<file path="src/rtl/demux_framing_ctrl_if.sv">
// Symbol-in / lane-out bundle for the receive framing controller.
// master drives valid/data; slave (the controller) drives the lane side.
interface demux_framing_ctrl_if;
  logic       valid;
  logic [7:0] data;
  logic [3:0] lane_we;
  logic [7:0] lane_data;
  logic [7:0] control;
  logic       aligned;
  logic       pkt_active;
  logic [7:0] pkt_len;
  logic       pkt_done;
  logic       pkt_err;

  modport master (
    output valid, data,
    input  lane_we, lane_data, control, aligned,
    input  pkt_active, pkt_len, pkt_done, pkt_err
  );

  modport slave (
    input  valid, data,
    output lane_we, lane_data, control, aligned,
    output pkt_active, pkt_len, pkt_done, pkt_err
  );
endinterface

</file>
<file path="src/rtl/demux_framing_ctrl.sv">
// Receive framing controller: COM alignment, STP/SDP..END/EDB framing,
// one-hot lane strobes. Ports: clk_1m, reset_L (sync, active-low), bus
// (slave: valid,data in; lane_we,lane_data,control,aligned,pkt_active,
// pkt_len,pkt_done,pkt_err out). Macro SKP_DROP_EN drops SKP when ALIGNED.
module demux_framing_ctrl #(
  parameter int COM_N = 4
) (
  input logic                 clk_1m,
  input logic                 reset_L,
  demux_framing_ctrl_if.slave bus
);
  typedef enum logic [1:0] {
    UNALIGNED = 2'd0,
    ALIGNED   = 2'd1,
    PKT       = 2'd2
  } state_t;

  localparam logic [7:0] STP = 8'hFB;
  localparam logic [7:0] SDP = 8'h5C;
  localparam logic [7:0] ENDS = 8'hFD;
  localparam logic [7:0] EDB = 8'hFE;
  localparam logic [7:0] SKP = 8'h1C;
  localparam logic [7:0] IDL = 8'h7C;
  localparam logic [7:0] FTS = 8'h3C;
  localparam logic [7:0] COM = 8'hBC;

  state_t     state_q, state_d;
  logic [1:0] lp_q, lp_d;
  logic [3:0] cnt_q, cnt_d;
  logic [7:0] len_q, len_d;
  logic [3:0] we_q, we_d;
  logic [7:0] ldat_q, ldat_d;
  logic [7:0] ctl_q, ctl_d;
  logic       done_q, done_d;
  logic       err_q, err_d;
  logic       is_ctl;
  logic       wr;

  always_comb begin
    state_d = state_q;
    lp_d    = lp_q;
    cnt_d   = cnt_q;
    len_d   = len_q;
    we_d    = '0;
    ldat_d  = ldat_q;
    ctl_d   = '0;
    done_d  = 1'b0;
    err_d   = 1'b0;
    wr      = 1'b0;
    is_ctl  = bus.data inside
      {STP, SDP, ENDS, EDB, SKP, IDL, FTS, COM};
    if (bus.valid) begin
      unique case (state_q)
        UNALIGNED: begin
          ctl_d = is_ctl ? bus.data : '0;
          if (bus.data == COM) begin
            if (cnt_q == 4'(COM_N - 1)) begin
              state_d = ALIGNED;
              lp_d    = '0;
              cnt_d   = '0;
            end else begin
              cnt_d = cnt_q + 4'd1;
            end
          end else begin
            cnt_d = '0;
          end
        end
        ALIGNED: begin
          ctl_d = is_ctl ? bus.data : '0;
          unique case (1'b1)
            (bus.data == COM): lp_d = '0;
            (bus.data == STP) || (bus.data == SDP): begin
              wr      = 1'b1;
              len_d   = '0;
              state_d = PKT;
            end
`ifdef SKP_DROP_EN
            (bus.data == SKP): wr = 1'b0;
`else
            (bus.data == SKP): wr = 1'b1;
`endif
            (bus.data == IDL) || (bus.data == FTS): wr = 1'b1;
            (bus.data == ENDS) || (bus.data == EDB): err_d = 1'b1;
            default: begin
              err_d   = 1'b1;
              state_d = UNALIGNED;
              cnt_d   = '0;
            end
          endcase
        end
        PKT: begin
          wr = 1'b1;
          if (bus.data == ENDS) begin
            ctl_d   = ENDS;
            done_d  = 1'b1;
            state_d = ALIGNED;
          end else if (bus.data == EDB) begin
            ctl_d   = EDB;
            err_d   = 1'b1;
            state_d = ALIGNED;
          end else if (len_q != 8'hFF) begin
            len_d = len_q + 8'd1;
          end
        end
        default: state_d = UNALIGNED;
      endcase
      if (wr) begin
        we_d   = 4'b0001 << lp_q;
        ldat_d = bus.data;
        lp_d   = lp_q + 2'd1;
      end
    end
  end

  always_ff @(posedge clk_1m) begin
    if (!reset_L) begin
      state_q <= UNALIGNED;
      lp_q    <= '0;
      cnt_q   <= '0;
      len_q   <= '0;
      we_q    <= '0;
      ldat_q  <= '0;
      ctl_q   <= '0;
      done_q  <= 1'b0;
      err_q   <= 1'b0;
    end else begin
      state_q <= state_d;
      lp_q    <= lp_d;
      cnt_q   <= cnt_d;
      len_q   <= len_d;
      we_q    <= we_d;
      ldat_q  <= ldat_d;
      ctl_q   <= ctl_d;
      done_q  <= done_d;
      err_q   <= err_d;
    end
  end

  assign bus.lane_we    = we_q;
  assign bus.lane_data  = ldat_q;
  assign bus.control    = ctl_q;
  assign bus.aligned    = (state_q != UNALIGNED);
  assign bus.pkt_active = (state_q == PKT);
  assign bus.pkt_len    = len_q;
  assign bus.pkt_done   = done_q;
  assign bus.pkt_err    = err_q;
endmodule

</file>
<file path="src/flat_wrapper.sv">
// flat-port wrapper written by rule: the top's interface ports become plain ports
module demux_framing_ctrl_flat 
#(
  parameter int COM_N = 4
)
  (clk_1m, reset_L, bus_valid, bus_data, bus_lane_we, bus_lane_data, bus_control, bus_aligned, bus_pkt_active, bus_pkt_len, bus_pkt_done, bus_pkt_err);
  demux_framing_ctrl_if bus_i ();
  input logic clk_1m;
  input logic reset_L;
  input wire logic [$bits(bus_i.valid)-1:0] bus_valid;
  input wire logic [$bits(bus_i.data)-1:0] bus_data;
  output wire logic [$bits(bus_i.lane_we)-1:0] bus_lane_we;
  output wire logic [$bits(bus_i.lane_data)-1:0] bus_lane_data;
  output wire logic [$bits(bus_i.control)-1:0] bus_control;
  output wire logic [$bits(bus_i.aligned)-1:0] bus_aligned;
  output wire logic [$bits(bus_i.pkt_active)-1:0] bus_pkt_active;
  output wire logic [$bits(bus_i.pkt_len)-1:0] bus_pkt_len;
  output wire logic [$bits(bus_i.pkt_done)-1:0] bus_pkt_done;
  output wire logic [$bits(bus_i.pkt_err)-1:0] bus_pkt_err;
  assign bus_i.valid = bus_valid;
  assign bus_i.data = bus_data;
  assign bus_lane_we = bus_i.lane_we;
  assign bus_lane_data = bus_i.lane_data;
  assign bus_control = bus_i.control;
  assign bus_aligned = bus_i.aligned;
  assign bus_pkt_active = bus_i.pkt_active;
  assign bus_pkt_len = bus_i.pkt_len;
  assign bus_pkt_done = bus_i.pkt_done;
  assign bus_pkt_err = bus_i.pkt_err;
  demux_framing_ctrl #(.COM_N(COM_N)) u_core (.clk_1m(clk_1m), .reset_L(reset_L), .bus(bus_i));
endmodule
</file>
<file path="config.mk">
export PLATFORM = sky130hd
export DESIGN_NAME = demux_framing_ctrl_flat
export DESIGN_NICKNAME = d
export VERILOG_FILES = /design/src/rtl/demux_framing_ctrl_if.sv /design/src/rtl/demux_framing_ctrl.sv /design/src/flat_wrapper.sv
export SDC_FILE = /design/constraint.sdc
export NUM_CORES = 1
export LEC_CHECK = 0
export BUFFER_PORTS_ARGS = -buffer_cell sky130_fd_sc_hd__buf_2
export CAP_MARGIN = 0
export CORE_MARGIN = 3
export CORE_UTILIZATION = 48
export DETAILED_ROUTE_END_ITERATION = 7
export MAX_ROUTING_LAYER = met4
export PLACE_DENSITY = 0.75
export SKIP_LAST_GASP = 1
export SLEW_MARGIN = 30
export SYNTH_ARGS = -nofsm -noshare
export SYNTH_HDL_FRONTEND = slang
export SYNTH_SLANG_ARGS = --single-unit
</file>
<file path="constraint.sdc">
create_clock -name clk_1m -period 2.2 [get_ports clk_1m]
set_clock_uncertainty 0.2 [all_clocks]
set_input_delay 0.55 -clock clk_1m [delete_from_list [all_inputs] [get_ports clk_1m]]
set_output_delay 0.55 -clock clk_1m [all_outputs]
set_load 0.01 [all_outputs]
</file>
* Word-level counts from Yosys, hierarchy flattened
Cells that the tools add are included.
Word-level totals: bits in registers 38, input port bits 11, output and inout bits 32
Operators by class: add/subtract/negate cells 3, equality and inequality tests 24, shift-type cells 1, multiplexer cells 32, reduce and logical (&&, ||, !) cells 22
Operator list (count):
- $mux 8 | 7
- $eq 8x8->1 const B | 4
- $pmux 8 s2 | 2
- $eq 8x7->1 const B | 2
- $mux 2 | 8
- $mux 4 | 3
- $ne 3x1->1 const B | 4
- $reduce_and 5->1 | 2
- $reduce_and 3->1 | 3
- $add 8x1->8 const B | 1
- $eq 8x5->1 const B | 1
- $eq 8x6->1 const B | 1
- $ne 2x1->1 const B | 4
- $ne 2x2->1 const B | 4
- $ne 8x8->1 const B | 1
- $pmux 2 s2 | 2
- $pmux 4 s2 | 1
- $reduce_bool 8->1 | 1
- $reduce_or 4->1 | 2
- $mux 1 | 6
- $pmux 2 s3 | 1
- $reduce_and 6->1 | 1
- $reduce_bool 2->1 | 3
- $reduce_or 5->1 | 1
- other kinds (13) | 17

* Logic depth before layout (Yosys ltp)
Gate-level depths: netlist of the first run.
depth after elaboration 8, mapped depth 9

* Worst setup path before layout of the first run
OpenSTA, ideal clock, no wires.
path kind reg2reg, start point register u_core.state_q[0], end point register u_core.len_q[2] (netlist: u_core.bus.pkt_len[2]), library setup time 117 ps, arrival time 2062 ps, slack -179 ps, cell stages (with the launch flop) 10, period minus slack after synthesis 2379 ps, cell sequence dfxtp_1 > inv_1 > ha_1 > buf_2 > nand2_1 > o311ai_0 > a311oi_4 > and2_1 > buf_6 > a32o_2
Between the ends: cells in the longest elaborated chain, start to end 3, elaborated cells on any way between the ends 9, those cells by class eq/ne (6); mux (1); reduce/logical (2)
Ends and longest elaborated chain:
- start, declared | RTL line demux_framing_ctrl.sv:27 | state_t state_q, state_d;
- start signal, assigned | RTL line demux_framing_ctrl.sv:127 | state_q <= state_d;
- $eq 2x2->1 *
- via bus_pkt_active | RTL line flat_wrapper.sv:16 | output wire logic [$bits(bus_i.pkt_active)-1:0] bus_pkt_active;
- $ne 2x2->1 (no source line) (tied with other cells)
- $reduce_and 6->1 (no source line)
- end signal, assigned | RTL line demux_framing_ctrl.sv:130 | len_q <= len_d;
- end, declared | RTL line demux_framing_ctrl.sv:30 | logic [7:0] len_q, len_d;
Mark *: on every way through the listed nets, which the timed path passes. The rest lies on a longest branch. A chain may end at the register's enable or synchronous reset.

* Worst setup path in the final report of the first run
start point register u_core.state_q[0], end point register u_core.lp_q[1]
Between the ends: cells in the longest elaborated chain, start to end 5, elaborated cells on any way between the ends 12, those cells by class eq/ne (5); mux (4); reduce/logical (3)
Ends and longest elaborated chain:
- $eq 2x2->1 / $eq 2x1->1 (equally long branches) | RTL line demux_framing_ctrl.sv:53 | unique case (state_q)
- $pmux 1 s2 | RTL line demux_framing_ctrl.sv:53
- $mux 1 | RTL line demux_framing_ctrl.sv:52 | if (bus.valid) begin
- $ne 3x1->1 (no source line) / $reduce_bool 3->1 (equally long branches)
- $reduce_and 5->1 (no source line)
- end signal, assigned | RTL line demux_framing_ctrl.sv:128 | lp_q <= lp_d;
- end, declared | RTL line demux_framing_ctrl.sv:28 | logic [1:0] lp_q, lp_d;
Parallel ways exist; a longest one is shown, timed or not. The select of a mux whose other input is x is not followed.

==> results.txt, run 1 <==
The flow ran to the end, and the final reports show no timing, DRC or antenna violations. Counting every instance in the synthesized netlist gives 214. The number of antenna violations at the first check in global routing is 0. The area enclosed by the die boundary is 0.00495 sq mm.

The detailed router's first-iteration violation count is 91. The maximum operating frequency is 470 MHz. The most critical setup path has its endpoint at u_core.lp_q[1]. After floorplanning, the core was divided into 22 placement rows. In the synthesized netlist, the cells that appear most often are sky130_fd_sc_hd__dfxtp_1, sky130_fd_sc_hd__nand2_1, sky130_fd_sc_hd__nor2_1, sky130_fd_sc_hd__nand3_1, sky130_fd_sc_hd__mux2i_1. The core footprint came out at 0.00383 sq mm. The most used flip-flop cell after synthesis is sky130_fd_sc_hd__dfxtp_1. The number of nets in the synthesized netlist is 233.

The critical path starts at u_core.state_q[0]. The overall routing resource usage is 20.4%. The critical path depth is 7. The placed wire-length estimate is 3670 um. The starting density of the core came out at 52.0%. The total overflow reported by the global router is 0. Buffers placed on the I/O ports in this run total 42.

The number of warnings printed during yosys synthesis came out at 0. The path type of the worst min-delay path is flop to flop. The floorplan step set the die height to 70.4 um. The number of hold buffers added after CTS was 0. The worst-path cell with the longest stage delay is sky130_fd_sc_hd__dfxtp_2. By area the synthesized netlist is led by sky130_fd_sc_hd__dfxtp_1, sky130_fd_sc_hd__mux2i_1, sky130_fd_sc_hd__ha_1. The worst setup path is of the flop to flop kind. The hold violation total from the final report came out at 0.

In this run the power density over the cells is 471 mW/mm^2. For this run, the register share of the synthesized area comes to 38.2%. For this run, the slowest stage of the critical path takes 340 ps. The total of endpoints with negative setup slack in the final report came out at 0. The horizontal die dimension came out at 70.4 um.

The share of the cycle needed by the critical path after routing is 96.7%. At the placement stage, the worst setup path has a slack of -156 ps. The antenna diode count came out at 0. The cell sitting at the root of the clock tree is a sky130_fd_sc_hd__clkbuf_8. Synthesis instantiated 54 different standard cells from the library. The via count of the first global-routing pass came out at 1737. Of the cells placed in the final design, the portion with a size suffix greater than 1 is 38.8%. The static leakage came out at 1.28 nW.

The number of pins with negative max-slew slack in the final report came out at 0. The routed layout has 1831 vias. STA classifies the critical path startpoint as a flop. The setup TNS is 0 ps. The placed cell count came out at 326. The area of the mapped netlist came out at 0.00199 sq mm. The detailed-route vias per instance came out at 5.48.

Setup repair after global routing left no endpoint under its margin. The final estimated routing congestion in global placement is 0.894. The worst path setup slack after routing came out at 72.0 ps.

In this run the remaining antenna-violating nets after routing total 0. STA puts the critical path data arrival time at 2100 ps. The pin count of the biggest net entering global routing came out at 13.

The final non-filler cell total is 334. The number of buffers and inverters on the critical path is 1. The total of max-cap violations came out at 0.

The final layout contains 305 nets. The clock latency at the later pin of the worst-skew pair came out at 290 ps. The worst reg2reg path depth is 7. The clock period minus worst slack came out at 2130 ps. On the critical path the largest part of the delay comes from compound AO/OA/AOI/OAI gates. The count of state elements after synthesis is 38. The level count of the clock H-tree is 2.

The area growth from synthesis to layout is 30.3%. The pin slew with the least headroom to its limit is 597 ps. The number of I/O pins is 43. The length of the first detailed-routing pass in iterations is 5. The routed wirelength normalized by instance count is 14.3 um. VDD sags by at most 0.000434 V. The maximum buffer depth of the clock tree is 2. The critical-path maximum fanout is 3. After detailed routing, the number of remaining DRC violations is 0. The signal on the critical path passes through inv_2, ha_4, and2_1, a32o_2, o21a_1, o211a_1, or3_1.

The worst reg-to-reg setup slack came out at 70 ps. TritonCTS built the clock tree. The most numerous cell in the Yosys netlist is sky130_fd_sc_hd__dfxtp_1. The worst register-to-register path ends at u_core.lp_q[1]. The relative slew slack came out at 60.0%. For this block, the routed nets add up to 4790 um of wire. The first global-routing pass estimated 7980 um of wire. Summed over its instances, the top area cell type makes up 38.2% of the synthesized netlist area. In this run the critical register-to-register path is launched from u_core.state_q[0]. In this run the mean area of a mapped cell was 9.30 sq um. The number of sinks on the clock net came out at 38. In the synthesized netlist the async set-or-reset flop fraction comes to 0%. The worst setup path is captured at a flop. Yosys mapped a number of flops with a built-in enable equal to 0. The number of clock buffers inserted by TritonCTS came out at 5. The clock-pin slew reported for the worst setup and hold paths after clock tree synthesis came out at 70 ps.

The required time reported for the critical path endpoint came out at 2180 ps. The largest area contributor in the synthesized netlist is sky130_fd_sc_hd__dfxtp_1.
[cells in the final DEF (no fill, tap or decap), drive strengths merged, types with 2 or more instances in the layout]
master	count
nor3	8
nand3	13
buf	77
or2	2
inv	9
ha	8
or3	2
nand2	20
o21ai	6
nand4	4
mux2i	11
clkbuf	7
dfxtp	38
a211o	2
a32o	7
a31oi	2
and4b	2
o211a	3
o2bb2ai	2
nand4b	2
nand2b	3
o21a	4
and2	2
a31o	4
and3	6
nor4	3
nor2	16
nor3b	5
a311oi	2
[how the worst min path moves through the flow]
| stage | end | start | depth (start not counted) |
|---|---|---|---|
| 2_1_floorplan | u_core.bus.lane_we[1] | u_core.lp_q[1] | 1 |
| 3_3_place_gp | u_core.cnt_q[1] | u_core.cnt_q[1] | 2 |
| 3_5_place_dp | u_core.cnt_q[1] | u_core.cnt_q[1] | 2 |
| 4_1_cts | u_core.cnt_q[1] | u_core.cnt_q[1] | 2 |
| 5_1_grt | u_core.bus.pkt_len[1] | u_core.bus.pkt_len[1] | 2 |
| 6_report | u_core.cnt_q[1] | u_core.cnt_q[1] | 2 |
[what timing repair did]
item	CTS	global route
endpoints found under the setup margin	5	19
pin swaps	0	3
resized for setup	1	8
gates cloned	0	0
setup buffers	0	1
[where the power goes]
group / switching (mW) / total (mW) / internal [mW]
logic: 0.0529 / 0.0922 / 0.0393
registers: 0.000143 / 0.688 / 0.688
clock network: 0.221 / 0.439 / 0.218
total: 0.274 / 1.22 / 0.946
[registers in the layout, summed over array words and instances (netlist names)]
| name | cells |
|---|---|
| u_core.bus.pkt_len | 8 |
| u_core.lp_q | 2 |
| u_core.bus.pkt_done | 1 |
| u_core.bus.pkt_err | 1 |
| u_core.bus.lane_data | 8 |
| u_core.state_q | 2 |
| u_core.cnt_q | 4 |
| u_core.bus.control | 8 |
| u_core.bus.lane_we | 4 |
[worst register-to-register path, stage by stage (launching register included)]
cell and delay (ps):
sky130_fd_sc_hd__dfxtp_2 340, sky130_fd_sc_hd__inv_2 60, sky130_fd_sc_hd__ha_4 250, sky130_fd_sc_hd__and2_1 170, sky130_fd_sc_hd__a32o_2 280, sky130_fd_sc_hd__o21a_1 220
sky130_fd_sc_hd__o211a_1 210, sky130_fd_sc_hd__or3_1 290
[routing by layer]
| metal | wire length (um) | vias up | global-route usage, % |
|---|---|---|---|
| met3 | 285 | 10 | 4.60 |
| met4 | 80 | 0 | 7.87 |
| met5 | 0 | - | - |
| met2 | 2220 | 56 | 31.6 |
| met1 | 2200 | 831 | 25.7 |
| li1 | - | 934 | - |
[final cells by class]
type	instances	area [sq um]
fillers	307	1230
multi-input cells	155	1190
flip-flops and latches	38	763
repair buffers	77	473
clock buffers	7	76.3
well taps	48	60.1
inverters	9	33.8
[metrics by stage]
step / power, mW / hold slack (ps) / cell area [sq um] / utilization, %
2_1_floorplan: 0.752 / 237 / 2040 / -
3_3_place_gp: 0.795 / 267 / 2480 / 64.8
3_5_place_dp: 0.795 / 277 / 2480 / 64.8
4_1_cts: 1.24 / 287 / 2560 / 67.0
5_1_grt: 1.28 / 329 / 2590 / 67.8
6_report: 1.22 / 288 / 2590 / 67.8
[kinds of logic (layout without fill, tap and decap cells)]
logic type / count (synthesis) / count (layout) / synth area share (%)
AOI/OAI and AO/OA: 42 / 42 / 19.0
xor gates and xnor gates: 2 / 2 / 0.881
adders and majority gates: 8 / 8 / 5.03
buffers and inverters: 21 / 93 / 5.47
DFF: 38 / 38 / 38.2
muxes: 11 / 11 / 5.53
and+or+nand+nor: 92 / 92 / 25.9
No activity file was read; power rests on OpenSTA's default activity.
==> run 2: changes to the inputs <==
CORE_UTILIZATION = 58   (was 48)
PLACE_DENSITY = 0.84   (was 0.75)
clock period = 2.6 ns   (was 2.2 ns; I/O delays follow)
==> run 2 against run 1 <==
  * First-iteration DRC count grew 91%
  * Sequential share of layout area grew 3.6 points
  * Core utilization grew 5.4 points
  * Hold slack lost 3.1 ps
  * Via count shrank 0.60%
  * Non-clock buffer count shrank 27
  * Routed wire length shrank 2.2%
  * Clock power shrank 31%
  * Count of clock-buffer cells in the layout shrank 1
  * Combinational power shrank 31%
  * Die area shrank 16%
  * Power shrank 22%
==> results.txt, run 2 (synthesis gave the netlist of run 1 again) <==
The post-CTS setup-driven buffer insertion count is 0. In this run the number of H-tree levels came out at 2. The starting density of the core is 63.1%.

The number of antenna violations at the first check in global routing came to 0. The worst reg-to-reg setup slack is 110 ps. The maximum operating frequency came out at 401 MHz. Dividing the detail-routed wire length by the instance count gives 15.5 um. The pin count of the biggest net entering global routing is 21. The total area inside the core boundary comes to 0.00315 sq mm. Setup violations remaining at the end of the flow were counted as 0.

The fraction of layout instances using a drive strength above 1 came out at 29.5%. Of all nets on the critical path, the largest fanout is 5. The routed design could run at a clock period as short as 2490 ps. The worst-case vdd ir drop is 0.000345 V. In the routed design, unresolved DRC markers number 0. The uppermost layer routed is met4. In this run the vertical extent of the chip is 64.6 um.

The worst setup path is launched from a flop. The critical path is of the flop to flop type. The most common cell after layout, fill and taps aside is sky130_fd_sc_hd__buf_2. The power density over cell area came out at 411 mW/mm^2. The final estimated routing congestion in global placement came out at 0.902.

In the layout the commonest cells are sky130_fd_sc_hd__buf_2, sky130_fd_sc_hd__dfxtp_1, sky130_fd_sc_hd__nand2_1, sky130_fd_sc_hd__nor2_1, sky130_fd_sc_hd__nand3_1. The pin slew with the least headroom to its limit is 651 ps. The final routed wirelength across all metal layers came out at 4680 um. The area enclosed by the die boundary is 0.00417 sq mm. Detailed routing inserted a total of 1820 vias. For this run, the total global-route usage over all layers was measured as 24.8%. Row generation in the floorplan step produced 20 rows. At the worst endpoint, the required time is 2640 ps. The wire length of the first global-routing pass came out at 7850 um. The kind of cell with the highest combined delay on the critical path is compound AO/OA/AOI/OAI gates. 43 I/O pins were placed.

The placed wire-length estimate is 3460 um. The buffer cell driving the clock tree root is sky130_fd_sc_hd__clkbuf_4. The clock-pin slew reported for the worst setup and hold paths after clock tree synthesis came out at 100 ps.

The final standard cell utilization of the core came out at 73.1%. For this design, the sink count on the clock tree is 38. The number of pins with negative max-slew slack in the final report came to 0.

The number of nets with antenna violations after routing is 0. The hold violation total from the final report is 0. The finished cells cover 0.00231 sq mm. Setup repair after global routing left no endpoint under its margin.

The TritonCTS clock tree is built. The tightest hold margin is 285 ps. The capturing element type of the critical path is a flop. The overall power consumption came out at 948 uW. The number of nets in the finished design is 278.

TritonCTS created 5 clock buffers. The later pin in the worst-skew pair is clocked with a latency of 360 ps. The first routing iteration left 174 violations. Max-cap violations in this run came to 0. The die is 64.6 um wide. No sink is reached through more buffers than the 2 on the longest clock path.

The relative slew slack came out at 56.5%. The analysis attributes to cell leakage a power of 1.15 nW. The routed metal-1 wire length came out at 2130 um. The final non-filler cell total is 302. Buffers placed on the I/O ports in this run total 42. The total buffers and inverters traversed by the critical path came out at 1. Counting tap cells, the placed design contains a total of 296 instances.

The routed design uses 263 um of met3 wire. The largest individual stage delay along the critical path comes from the cell sky130_fd_sc_hd__dfxtp_1. The repair_antennas step left the layout with diodes totalling 0. After detailed routing, the number of vias per cell comes to 6.03.

The via count of the first global-routing pass is 1649. For this run, the slowest stage of the critical path takes 420 ps. The total overflow reported by the global router came out at 0. The arrival time of data at the critical path endpoint came out at 2540 ps. The worst path uses 95.9% of the clock period. The flow ran to the end, and the final reports show no timing, DRC or antenna violations. The number of buffers inserted by hold repair at cts came out at 0. The area growth from synthesis to layout is 15.9%. The signal on the critical path passes through inv_1, ha_1, and2_1, a32o_1, o21a_1, o211a_1, or3_1. Wire segments on met2 add up to 2200 um in the final route. The worst hold path belongs to the class flop to flop. The instance area after placement came out at 0.00224 sq mm. The length of the first detailed-routing pass in iterations came out at 4.
==> run 2: cell count changes in the layout (fill, tap and decap cells not counted), moves of 2 or more <==
cell / previous run / this run
sky130_fd_sc_hd__buf_4: 35 / 8
sky130_fd_sc_hd__ha_2: 2 / 0
sky130_fd_sc_hd__ha_1: 5 / 8
sky130_fd_sc_hd__inv_2: 2 / 0
sky130_fd_sc_hd__clkbuf_1: 2 / 0
sky130_fd_sc_hd__clkbuf_8: 5 / 1
sky130_fd_sc_hd__inv_1: 7 / 9
sky130_fd_sc_hd__clkbuf_4: 0 / 5
==> run 2: cell type report <==
class,count,area (sq um)
clock buffer,6,51.3
tap,44,55.1
sequential,38,762
fill,259,847
inverter,9,33.8
timing repair buffer,50,270
multi-input combinational,155,1130
==> run 2: tightest hold or removal path, delay by kind of cell (launching register included) <==
family	cells	cell delay (ps)
flip-flops	1	340
multiplexers	1	50
AND/OR/NAND/NOR	1	60
==> run 2: final timing paths <==
| path | from | end | cells past startpoint |
|---|---|---|---|
| min | u_core.cnt_q[1] | u_core.cnt_q[1] | 2 |
| min reg2reg | u_core.cnt_q[1] | u_core.cnt_q[1] | 2 |
| max reg2reg | u_core.state_q[1] | u_core.lp_q[1] | 7 |
| max | u_core.state_q[1] | u_core.lp_q[1] | 7 |
==> run 2: where the power goes <==
group,internal [mW],switching (mW)
Combinational,0.0214,0.0419
Clock,0.122,0.181
Sequential,0.582,0.000151
Total,0.725,0.223
==> run 2: layer usage <==
layer	GRT usage [%]	up-vias
li1	-	879
met1	32.2	872
met2	37.5	60
met3	4.85	9
met4	11.1	0
met5	-	-
==> run 2: through the flow <==
step           TNS, ps  worst slack [ps]
6_report             0               107
5_1_grt              0              11.0
4_1_cts              0              87.7
3_5_place_dp      -277             -47.9
3_3_place_gp         0              24.1
2_1_floorplan        0               220
==> run 2: repair_timing <==
| item | 4_1_cts | 5_1_grt |
|---|---|---|
| endpoints found under the setup margin | 0 | 13 |
| resized for setup | 0 | 4 |
| endpoints found under the hold margin | 0 | 0 |
==> run 3: changes to the inputs <==
==> constraint.sdc (replaced) <==
create_clock -name clk_1m -period 2.6 [get_ports clk_1m]
set_clock_uncertainty 0.2 [all_clocks]
set_input_delay 0.26 -clock clk_1m [delete_from_list [all_inputs] [get_ports clk_1m]]
set_output_delay 0.26 -clock clk_1m [all_outputs]
set_load 0.01 [all_outputs]
==> run 3 against run 2 <==
  * Critical path depth unchanged
  * Clock power shrank 9.2%
  * Fmax grew 3.3%
  * Cell area shrank 2.5%
  * Cell count decreased by 1.3%
  * Sequential power barely moved
  * Core utilization shrank 1.9 points
  * Critical endpoint unchanged
==> results.txt, run 3 (synthesis gave the netlist of run 1 again) <==
The vias after detailed routing is 1770. Counting every sink on the clock net gives 38. The signal on the critical path passes through inv_1, ha_1, and2_1, a32o_1, o21a_1, o211a_1, or3_1. Clock tree synthesis inserted a total of 5 buffers. After clock tree synthesis, the flow added hold-fix buffers numbering 0. Cells with a size suffix above 1 make up 26.4% of the layout. The pin slew with the least headroom to its limit is 665 ps. TritonCTS built the clock tree. The library cell used most frequently in the layout, excluding fill and tap cells, is sky130_fd_sc_hd__buf_2. The worst path setup slack after routing came out at 186 ps. The relative slew slack is 55.6%. The level count of the clock H-tree came out at 2. The quantity of I/O buffers inserted on ports is 42. Entering global routing, the biggest net connects 22 pins. In the layout the commonest cells are sky130_fd_sc_hd__buf_2, sky130_fd_sc_hd__dfxtp_1, sky130_fd_sc_hd__nand2_1, sky130_fd_sc_hd__nor2_1, sky130_fd_sc_hd__nand3_1. The setup TNS is 0 ps. For this design the static power due to leakage is 1.11 nW. The region available for standard cell placement spans 0.00315 sq mm. The detailed router's first-iteration violation count came out at 218. The area enclosed by the die boundary is 0.00417 sq mm. The number of nets with antenna violations after routing is 0. The arrival time of data at the critical path endpoint came out at 2440 ps. The post-CTS setup-driven buffer insertion count is 0. The clock latency at the later pin of the worst-skew pair came out at 340 ps. For this design the ratio of total power to cell area is 407 mW/mm^2. The largest single stage delay on the critical path is 430 ps. The setup slack after placement came out at 227 ps. The setup path with the least slack is of type flop to flop. The clock-pin slew reported for the worst setup and hold paths after clock tree synthesis came out at 100 ps. The tightest hold margin is 33.5 ps. The total buffers and inverters traversed by the critical path is 1. The total of endpoints with negative setup slack in the final report is 0. Global routing finished with a remaining overflow of 0. The die extent in y is 64.6 um. The required time reported for the critical path endpoint came out at 2630 ps.

STA classifies the critical path startpoint as a flop. The overall routing resource usage came out at 24.1%. After layout, the design draws a total of 915 uW.

The die is 64.6 um wide. The number of pins with negative max-slew slack in the final report was 0. The critical-path maximum fanout came out at 5.

Detailed placement finished with a half-perimeter wire length of 3300 um. The tree is rooted in a sky130_fd_sc_hd__clkbuf_4. The final routed wirelength across all metal layers came out at 4440 um.

For the finished layout, the period the worst path requires is 2410 ps. The routed wirelength normalized by instance count came out at 14.9 um. The run finished with clean final reports. During I/O placement, the number of pins put on the boundary was 43.

The capturing element type of the critical path is a flop. The hold violation total from the final report is 0. In this run the cell area measured after placement is 0.00220 sq mm. Setup repair after global routing left no endpoint under its margin. The cell family contributing the most delay on the critical path is compound AO/OA/AOI/OAI gates.

The count of unresolved DRC violations after routing came out at 0. The area growth from synthesis to layout is 13.0%. Routability-driven placement finished with a final weighted congestion of 0.957. The number of antenna violations at the first check in global routing was 0.

The path class of the tightest hold or removal check is primary input to flop. The via count of the first global-routing pass is 1657. The final critical path takes up 92.8% of the cycle. The worst-case vdd ir drop came out at 0.000310 V.

The floorplan has 20 rows. The pre-antenna-repair detailed-routing pass consisted of 4 iterations. The maximum buffer depth of the clock tree came out at 2. The count of cells resized by post-cts repair is 0. The initial utilization of the core area, before any placement, comes to 63.1%. After the last flow step, the layout net total stands at 273. The final design instance area without fill came out at 0.00225 sq mm. The repair_antennas step left the layout with diodes totalling 0. The slowest stage of the critical path is the sky130_fd_sc_hd__dfxtp_1 cell. The detailed-route vias per instance is 5.94. The wire length of the first global-routing pass came out at 7700 um.

The maximum operating frequency is 414 MHz. Max-cap violations in this run came to 0.
[run 3: cell count changes in the layout (fill, tap and decap cells not counted)]
cell	delta
sky130_fd_sc_hd__nor3b_2	-1
sky130_fd_sc_hd__o21ai_4	-1
sky130_fd_sc_hd__and2_2	-1
sky130_fd_sc_hd__buf_4	-5
sky130_fd_sc_hd__and2_1	+1
sky130_fd_sc_hd__o21ai_2	+1
sky130_fd_sc_hd__nor3b_1	+1
sky130_fd_sc_hd__dfxtp_1	+1
sky130_fd_sc_hd__dfxtp_2	-1
sky130_fd_sc_hd__clkbuf_8	-1
sky130_fd_sc_hd__clkbuf_1	+2
[run 3: final cells by class]
| class | count | area [sq um] |
|---|---|---|
| Tap cell | 44 | 55.1 |
| Multi-Input combinational cell | 155 | 1120 |
| Fill cell | 261 | 906 |
| Sequential cell | 38 | 761 |
| Inverter | 9 | 33.8 |
| Clock buffer | 7 | 45.0 |
| Timing Repair Buffer | 45 | 233 |
[run 3: where the power goes]
part / switching, mW / leakage, nW / internal [mW] / total, mW
registers: 0.000117 / 0.306 / 0.582 / 0.582
logic: 0.0399 / 0.783 / 0.0178 / 0.0577
clock network: 0.173 / 0.0254 / 0.102 / 0.275
total: 0.213 / 1.11 / 0.702 / 0.915
[run 3: worst paths after layout]
check                    start                       to  slack, ps  cells past startpoint
max          u_core.state_q[0]           u_core.lp_q[1]        190                      7
min                bus_data[3]  u_core.bus.lane_data[3]         30                      3
max reg2reg  u_core.state_q[0]           u_core.lp_q[1]        190                      7
min reg2reg    u_core.cnt_q[1]          u_core.cnt_q[1]        290                      2
[run 3: worst register-to-register path: stages, from the launching register on]
cell and delay (ps):
sky130_fd_sc_hd__dfxtp_1 430, sky130_fd_sc_hd__inv_1 110, sky130_fd_sc_hd__ha_1 350, sky130_fd_sc_hd__and2_1 180
sky130_fd_sc_hd__a32o_1 300, sky130_fd_sc_hd__o21a_1 220, sky130_fd_sc_hd__o211a_1 220, sky130_fd_sc_hd__or3_1 290
[run 3: metal layers]
metal,track usage [%],share of wire [%]
met1,31.0,45
met2,36.9,48
met3,4.68,5.4
met4,10.6,1.8
met5,-,0
[run 3: metrics by stage]
step	instances	utilization (%)
floorplan	214	-
global placement	291	69.8
detailed placement	291	69.8
CTS	298	71.3
global route	298	71.3
finish	298	71.3
